`src/rtl/banco_nos_ativos.sv`:
```
// Active-node register bank: one-hot insert/relax/deactivate writes and a
// sequential scan that selects the active entry with the lowest distancia + menor_vizinho.
module banco_nos_ativos #(
    parameter int unsigned NUM_NA          = 8,
    parameter int unsigned ADDR_WIDTH      = 5,
    parameter int unsigned DISTANCIA_WIDTH = 5,
    parameter int unsigned CUSTO_WIDTH     = 4
) (
    input  logic                         clk,
    input  logic                         rst_n,
    input  logic                         ga_desativar_in,
    input  logic                         ga_atualizar_in,
    input  logic [NUM_NA-1:0]            ga_habilitar_in,
    input  logic [ADDR_WIDTH-1:0]        ga_endereco_in,
    input  logic [ADDR_WIDTH-1:0]        ga_anterior_in,
    input  logic [CUSTO_WIDTH-1:0]       ga_menor_vizinho_in,
    input  logic [DISTANCIA_WIDTH-1:0]   ga_distancia_in,
    input  logic                         selecionar_in,
    output logic [ADDR_WIDTH*NUM_NA-1:0] bna_endereco_out,
    output logic [NUM_NA-1:0]            bna_ativo_out,
    output logic                         bna_ocupado_o,
    output logic                         bna_valido_o,
    output logic                         bna_vazio_o,
    output logic [NUM_NA-1:0]            bna_menor_indice_o,
    output logic [ADDR_WIDTH-1:0]        bna_menor_endereco_o,
    output logic [ADDR_WIDTH-1:0]        bna_menor_anterior_o,
    output logic [DISTANCIA_WIDTH-1:0]   bna_menor_distancia_o
);
    localparam int unsigned IDX_W = (NUM_NA > 1) ? $clog2(NUM_NA) : 1;
    localparam int unsigned F_W   = DISTANCIA_WIDTH + 1;
    localparam logic [IDX_W-1:0] IDX_LAST = IDX_W'(NUM_NA - 1);

    typedef struct packed {
        logic [ADDR_WIDTH-1:0]      endereco;
        logic [ADDR_WIDTH-1:0]      anterior;
        logic [CUSTO_WIDTH-1:0]     menor_vizinho;
        logic [DISTANCIA_WIDTH-1:0] distancia;
    } entrada_t;

    typedef enum logic [1:0] {ST_IDLE, ST_SCAN, ST_RESULT} estado_t;

    entrada_t                   entrada_q [NUM_NA];
    entrada_t                   entrada_d [NUM_NA];
    logic [NUM_NA-1:0]          ativo_q, ativo_d;

    estado_t                    state_q, state_d;
    logic [IDX_W-1:0]           idx_q, idx_d;
    logic                       best_valid_q, best_valid_d;
    logic [IDX_W-1:0]           best_idx_q, best_idx_d;
    logic [F_W-1:0]             best_f_q, best_f_d;
    entrada_t                   best_q, best_d;

    logic                       ocupado_q, ocupado_d;
    logic                       valido_q, valido_d;
    logic                       vazio_q, vazio_d;
    logic [NUM_NA-1:0]          menor_indice_q, menor_indice_d;
    entrada_t                   menor_q, menor_d;

    entrada_t                   cur_c;
    logic [F_W-1:0]             cur_f_c;

    // Entry write rules: deactivate wins, insert on free entry, relax on shorter distance
    always_comb begin
        ativo_d = ativo_q;
        for (int i = 0; i < NUM_NA; i++) begin
            entrada_d[i] = entrada_q[i];
            if (ga_habilitar_in[i]) begin
                if (ga_desativar_in) begin
                    ativo_d[i] = 1'b0;
                end else if (ga_atualizar_in) begin
                    if (!ativo_q[i]) begin
                        entrada_d[i].endereco      = ga_endereco_in;
                        entrada_d[i].anterior      = ga_anterior_in;
                        entrada_d[i].menor_vizinho = ga_menor_vizinho_in;
                        entrada_d[i].distancia     = ga_distancia_in;
                        ativo_d[i]                 = 1'b1;
                    end else if (ga_distancia_in < entrada_q[i].distancia) begin
                        entrada_d[i].anterior      = ga_anterior_in;
                        entrada_d[i].menor_vizinho = ga_menor_vizinho_in;
                        entrada_d[i].distancia     = ga_distancia_in;
                    end
                end
            end
        end
    end

    always_ff @(posedge clk or negedge rst_n) begin
        if (!rst_n) begin
            for (int i = 0; i < NUM_NA; i++) entrada_q[i] <= '0;
            ativo_q <= '0;
        end else begin
            for (int i = 0; i < NUM_NA; i++) entrada_q[i] <= entrada_d[i];
            ativo_q <= ativo_d;
        end
    end

    always_comb begin
        bna_endereco_out = '0;
        for (int i = 0; i < NUM_NA; i++) begin
            bna_endereco_out[ADDR_WIDTH*i +: ADDR_WIDTH] = entrada_q[i].endereco;
        end
    end
    assign bna_ativo_out = ativo_q;

    assign cur_c   = entrada_q[idx_q];
    assign cur_f_c = F_W'(cur_c.distancia) + F_W'(cur_c.menor_vizinho);

    // Scan FSM: next state, best-so-far tracking and result capture
    always_comb begin
        state_d        = state_q;
        idx_d          = idx_q;
        best_valid_d   = best_valid_q;
        best_idx_d     = best_idx_q;
        best_f_d       = best_f_q;
        best_d         = best_q;
        valido_d       = 1'b0;
        vazio_d        = 1'b0;
        menor_indice_d = menor_indice_q;
        menor_d        = menor_q;
        case (state_q)
            ST_IDLE: begin
                if (selecionar_in) begin
                    state_d      = ST_SCAN;
                    idx_d        = '0;
                    best_valid_d = 1'b0;
                    best_idx_d   = '0;
                    best_f_d     = '0;
                    best_d       = '0;
                end
            end
            ST_SCAN: begin
                if (|ga_habilitar_in) begin
                    idx_d        = '0;
                    best_valid_d = 1'b0;
                    best_idx_d   = '0;
                    best_f_d     = '0;
                    best_d       = '0;
                end else begin
                    if (ativo_q[idx_q] && (!best_valid_q || (cur_f_c < best_f_q))) begin
                        best_valid_d = 1'b1;
                        best_idx_d   = idx_q;
                        best_f_d     = cur_f_c;
                        best_d       = cur_c;
                    end
                    if (idx_q == IDX_LAST) begin
                        state_d = ST_RESULT;
                    end else begin
                        idx_d = idx_q + IDX_W'(1);
                    end
                end
            end
            ST_RESULT: begin
                valido_d       = best_valid_q;
                vazio_d        = !best_valid_q;
                menor_indice_d = best_valid_q ? (NUM_NA'(1) << best_idx_q) : '0;
                menor_d        = best_q;
                state_d        = ST_IDLE;
                idx_d          = '0;
            end
            default: state_d = ST_IDLE;
        endcase
        ocupado_d = (state_d != ST_IDLE);
    end

    always_ff @(posedge clk or negedge rst_n) begin
        if (!rst_n) begin
            state_q        <= ST_IDLE;
            idx_q          <= '0;
            best_valid_q   <= 1'b0;
            best_idx_q     <= '0;
            best_f_q       <= '0;
            best_q         <= '0;
            ocupado_q      <= 1'b0;
            valido_q       <= 1'b0;
            vazio_q        <= 1'b0;
            menor_indice_q <= '0;
            menor_q        <= '0;
        end else begin
            state_q        <= state_d;
            idx_q          <= idx_d;
            best_valid_q   <= best_valid_d;
            best_idx_q     <= best_idx_d;
            best_f_q       <= best_f_d;
            best_q         <= best_d;
            ocupado_q      <= ocupado_d;
            valido_q       <= valido_d;
            vazio_q        <= vazio_d;
            menor_indice_q <= menor_indice_d;
            menor_q        <= menor_d;
        end
    end

    assign bna_ocupado_o         = ocupado_q;
    assign bna_valido_o          = valido_q;
    assign bna_vazio_o           = vazio_q;
    assign bna_menor_indice_o    = menor_indice_q;
    assign bna_menor_endereco_o  = menor_q.endereco;
    assign bna_menor_anterior_o  = menor_q.anterior;
    assign bna_menor_distancia_o = menor_q.distancia;

endmodule

```
`config.mk`:
```
export PLATFORM = sky130hd
export DESIGN_NAME = banco_nos_ativos
export DESIGN_NICKNAME = d
export VERILOG_FILES = /design/src/rtl/banco_nos_ativos.sv
export SDC_FILE = /design/constraint.sdc
export NUM_CORES = 1
export LEC_CHECK = 0
export CAP_MARGIN = 10
export CORE_MARGIN = 1.5
export CORE_UTILIZATION = 42
export CTS_CLUSTER_DIAMETER = 40
export DETAILED_ROUTE_END_ITERATION = 8
export PLACE_DENSITY_LB_ADDON = 0.3
export SLEW_MARGIN = 30
export SYNTH_ARGS = -nofsm -noshare
export SYNTH_HDL_FRONTEND = slang
export SYNTH_SLANG_ARGS = --single-unit
```
`constraint.sdc`:
```
create_clock -name clk -period 5.82 [get_ports clk]
set_input_delay 1.164 -clock clk [delete_from_list [all_inputs] [get_ports clk]]
set_output_delay 1.164 -clock clk [all_outputs]
set_load 0.03 [all_outputs]
```
After elaboration in Yosys (flattened, before gate mapping). Cells that the tools add are included.

Input port bits: 32. Output and inout port bits: 74. Bits in registers: 216. Word-level logic and storage cells: 177.

Shifts and indexed selects: 1. Equal/unequal tests: 14. Add/subtract/negate cells: 2. Magnitude comparators: 11. Reductions and logical operators: 35. Multiplexer cells: 49. Bitwise operators: 10.

Operator list (count): two-way mux 14 bit (16); two-way mux 19 bit (5); AND reduction 4 bit (16); binary-select mux 19 bit (select 3 bit) (1); less-than comparator 5 bit (8); case mux 19 bit (2 select lines) (1); two-way mux 6 bit (3); != test 2 x 1 -> 1 bit (second input constant) (8); AND reduction 2 bit (8); two-way mux 3 bit (5); case mux 6 bit (2 select lines) (1); inverter 1 bit (9); case mux 3 bit (3 select lines) (1); two-way mux 1 bit (8); two-way mux 8 bit (1); OR reduction 8 bit (1); left shift 1 x 3 -> 8 bit (first input constant) (1); adder 5 x 4 -> 6 bit (1); less-than comparator 6 bit (1); two-way mux 2 bit (3); != test 3 bit (second input constant) (2); case mux 3 bit (2 select lines) (1); AND reduction 3 bit (2); nonzero test 2 bit (3); 16 further kinds (16).

Depth between registers and ports, before layout.
Word-level depth: 11. Mapped depth: 19. Gate-level depth less buffers: 14.

Worst setup path after synthesis. OpenSTA, ideal clock, no wires.

Kind: reg-to-reg. Start: register idx_q[0]. End: register best_idx_q[2]. Arrival time: 3.867 ns. Clock period less this slack: 4.009 ns. Setup slack: 1.811 ns. Stages on the path, launching flop included: 20. Required time: 5.677 ns. Buffers on the path: 5. Setup time: 0.143 ns. Cells stage by stage: dfrtp_1 -> buf_6 -> buf_2 -> buf_2 -> mux4_2 -> nand2_1 -> nand2_1 -> ha_1 -> fa_1 -> a21o_1 -> a21oi_1 -> xor2_1 -> ha_1 -> a21oi_1 -> nor2_1 -> nor4_4 -> and2_1 -> buf_6 -> buf_6 -> o22ai_2.

Cells in the longest elaborated chain, start to end: 10. Elaborated cells on any way between the ends: 12. Those cells by class: 1 x add/sub; 1 x order compare; 1 x eq/ne; 5 x mux; 1 x bitwise; 3 x reduce/logical.

Ends and longest elaborated chain: start: declaration (RTL line 47) `logic [IDX_W-1:0] idx_q, idx_d;`; start signal: assignment (RTL line 180) `idx_q <= idx_d;`; inverter 3 -> 4 bit (implied by the code) (RTL line 105) `assign cur_c = entrada_q[idx_q];`; binary-select mux 19 bit (select 3 bit) (RTL line 105); two-way mux 19 bit (implied by the code) (2 in a row) (RTL line 105); adder 5 x 4 -> 6 bit (RTL line 106) `assign cur_f_c = F_W'(cur_c.distancia) + F_W'(cur_c.menor_vizinho);`; less-than comparator 6 bit (RTL line 139) `if (ativo_q[idx_q] && (!best_valid_q || (cur_f_c < best_f_q))) begin`; logical OR 1 bit (RTL line 139); logical AND 1 bit (*) (RTL line 139); != test 3 bit (no source line) (*); AND reduction 3 bit (no source line) (*); end signal: assignment (RTL line 182) `best_idx_q <= best_idx_d;`; end: declaration (RTL line 49) `logic [IDX_W-1:0] best_idx_q, best_idx_d;`.

Every way passes the cells marked *; elsewhere a longest branch is shown, timed or not. The select of a mux whose other input is x is not followed. A chain may end at the register's enable or synchronous reset.

Worst setup path after layout.
Start: register idx_q[1]. End: register best_q[18] in the netlist's numbering.

Cells in the longest elaborated chain, start to end: 10. Elaborated cells on any way between the ends: 15. Those cells by class: 1 x add/sub; 1 x order compare; 1 x eq/ne; 8 x mux; 1 x bitwise; 3 x reduce/logical.

Ends and longest elaborated chain: inverter 3 -> 4 bit (implied by the code) (RTL line 105); binary-select mux 19 bit (select 3 bit) (RTL line 105); two-way mux 19 bit (implied by the code) (2 in a row) (RTL line 105); adder 5 x 4 -> 6 bit (RTL line 106); less-than comparator 6 bit (RTL line 139); logical OR 1 bit (RTL line 139); logical AND 1 bit (RTL line 139); != test 3 bit (no source line); AND reduction 3 bit (no source line); end signal: assignment (RTL line 184) `best_q <= best_d;`; end: declaration (RTL line 51) `entrada_t best_q, best_d;`.

Several ways; a longest one is shown, not always the timed one. The select of a mux whose other input is x is not followed.

==> metrics.txt <==
Inserted Clock Buffers 34; crit path cell chain mux4_2 > nand2_1 > o21ai_0 > ha_1 > a21o_1 > a21oi_1 > nand2b_1 > a21oi_1 > ha_1 > a21oi_1 > nor2_1 > nor4_4 > and2_1 > buf_4 > o22ai_2; WL per Instance 20.1 µm; startpoint types register; min cycle time layout 4790 ps; peak supply drop 185 µV; CP Max Fanout 25; Finished Cell Area 13,100 µm²; CTS Hold Bufs 0; Internal 3.87 mW; kind of critical path register to register; die area 26,900 µm²; PwrDens 416 nW/µm²; flip-flop and latch area 5410 µm²; Post-synth ARST share 100%; area taken by multi-input logic gates 4820 µm²; synth-to-layout area growth 20.5%; Final Cycle Share 82.3%; GR Overflow Total 0; DRT iter0 DRCs 327; row count 58; post-route setup TNS 0 ps; drt via density 5.42; final std cells w/o fill 1,253; Relative slew margins 36.6%; Max Clk Rate 209 MHz; outcome completed; top cell type's share of synthesized area 49.7%; Seq/Total Area, Yosys 49.7%; top post-synthesis cells by area dfrtp_1 50%, mux2_2 17%, mux4_2 8.3%, ha_1 4.9%, buf_4 3.3%; CTS tree yes; clock sinks 216; P_sw 1.59 mW; Mapped Area 10,900 µm²; Via Count 6,794; endpoints failing hold 0; Post-DP HPWL 17,000 µm; post-CTS resize count 0; worst setup path start idx_q[1]; Cells after DPL 1,191; Critical Path Slowest Stage Cell dfrtp_2; Synth Net Count 900; Most used DFF post-synth dfrtp_1; worst hold start bna_menor_indice_o[7]; initial antenna violation count 1; gr usage total 19.7%; Synth Warn # 0; global-route wire length before repair 40,500 µm; Placed Area 11,900 µm²; sequential power share 37.7%; CP peak stage delay 820 ps; RSZ-0062 raised after global routing no; count leader, synth dfrtp_1; Worst Clk Skew 16.1 ps; Buffers on Ports 105; Pleak 5.59 nW; starting density of the core 43.0%; Worst Path Required 6170 ps; DR pass1 iterations 4; post-CTS setup buffer count 0; maximum capacitance violations 0; Synth Instances 824; total power 5.46 mW; Remaining DRCs 0; Switching Share 29.2%; final slew viol count 0; Layout Nets 973; Synth top cells by count 216 x dfrtp_1, 167 x mux2_2, 66 x nand2_1; syn avg cell area 13.2 µm²; critical path data arrival time 5140 ps; Top cell by count, worst path a21oi_1; root buf cell clkbuf_16; Worst-path clk slew 50 ps; Worst setup EP type register; EDFF count, synth 0; largest net degree at the start of global routing 111; Clock power frac 38.5%; Worst-Skew Late Latency 500 ps; Die Y 164 µm; Die W 164 µm; synthesized flop and latch total 216; Buf/Inv on CP 1; origin of the critical flop-to-flop path idx_q[1]; WL final 25,200 µm; Worst Hold Class register to register; IO Pins 106; vias in the first global route 7,158; share of cells above drive strength 1 32.3%; Synth area leader dfrtp_1; Unique masters post-synth 42; H-tree levels 2; deepest clock path buffer count 3; Gate power share 23.8%; final setup violation count 0; fillers 2,196; family with the most delay on the worst path simple AND/OR/NAND/NOR gates; Placer Congestion 0.770; Core Area 25,300 µm²; Final ANT Viol Nets 0; Least-Margin Pin Slew 951 ps
## worst min-delay path, cell delays in order (launching register included)
cell and delay, ps:
dfrtp_1 340, nand2_1 40, o21ai_0 60
## path summary, 6_finish.rpt
check,end,slack [ps],cells past startpoint
max in group asynchronous,entrada_q[43],3940,2
max,best_q[18],1030,15
min in group asynchronous,bna_menor_endereco_o[2],780,1
min reg2reg,bna_menor_indice_o[7],480,2
max reg2reg,best_q[18],1030,15
min,bna_menor_indice_o[7],480,2
## state kept, by name (all words and copies together) (netlist names), 2 cells and up
name / count
state_q: 2
idx_q: 3
bna_ativo_out: 8
bna_menor_distancia_o: 5
bna_endereco_out: 40
best_q: 15
best_idx_q: 3
entrada_q: 112
bna_menor_endereco_o: 5
bna_menor_indice_o: 8
best_f_q: 6
bna_menor_anterior_o: 5
## layer usage
metal | track usage [%] | wire length [µm] | vias to the layer above
met4 | 6.32 | 518 | 0
met2 | 30.9 | 11500 | 174
met5 | 0 | 0 | -
li1 | - | - | 3098
met3 | 4.52 | 1690 | 38
met1 | 27.1 | 11500 | 3484
## final cells by class
cell class,count,area share (%)
clock buffer,43,7.37
sequential,216,41.2
inverter,42,1.20
timing repair buffer,111,8.48
antenna,1,0.0191
multi-input combinational,492,36.8
tap,330,3.15
clock inverter,18,1.77
## power by group through the flow
stage                     Combinational, mW  Clock [mW]  Sequential (mW)
after floorplan                        1.01           0             2.00
after global placement                 1.27           0             2.08
after detailed placement               1.30           0             2.08
after CTS                              1.31        2.14             2.06
after global routing                   1.42        2.20             2.10
final                                  1.30        2.10             2.06
## cell usage in the layout (no fill, tap or decap), types with 4 or more instances in the layout
master	instances
o22ai_1	5
nand2b_1	13
bufinv_16	4
dfrtp_1	214
a21oi_1	31
o21ai_0	10
clkdlybuf4s50_1	104
mux4_2	40
nor3b_2	8
o2bb2ai_1	10
a31oi_1	9
o22ai_2	8
o21a_1	8
inv_1	41
clkbuf_16	35
buf_4	5
mux2_2	167
clkbuf_8	7
nand3_1	18
nand2_1	66
a21o_1	10
clkinv_4	4
nor2_1	8
o31ai_1	5
ha_1	43
mux2i_1	11
inv_6	4
clkinvlp_4	5
## cell families after synthesis
kind of cell,share of synthesized area (%)
multiplexers,26.6
AO/OA/AOI/OAI,6.26
adder cells (fa/ha/maj),5.13
XOR/XNOR,0.242
buffers and inverters,6.04
AND/OR/NAND/NOR,6.08
flip-flops,49.7
## per-stage QoR
stage	utilization, %	setup WS [ps]	hold slack [ps]
6_report	51.8	1030	476
5_1_grt	51.8	734	510
4_1_cts	51.8	1010	483
3_5_place_dp	47.0	1030	469
3_3_place_gp	47.0	1190	461
2_1_floorplan	-	1810	475
No activity file was read; power rests on OpenSTA's default activity.
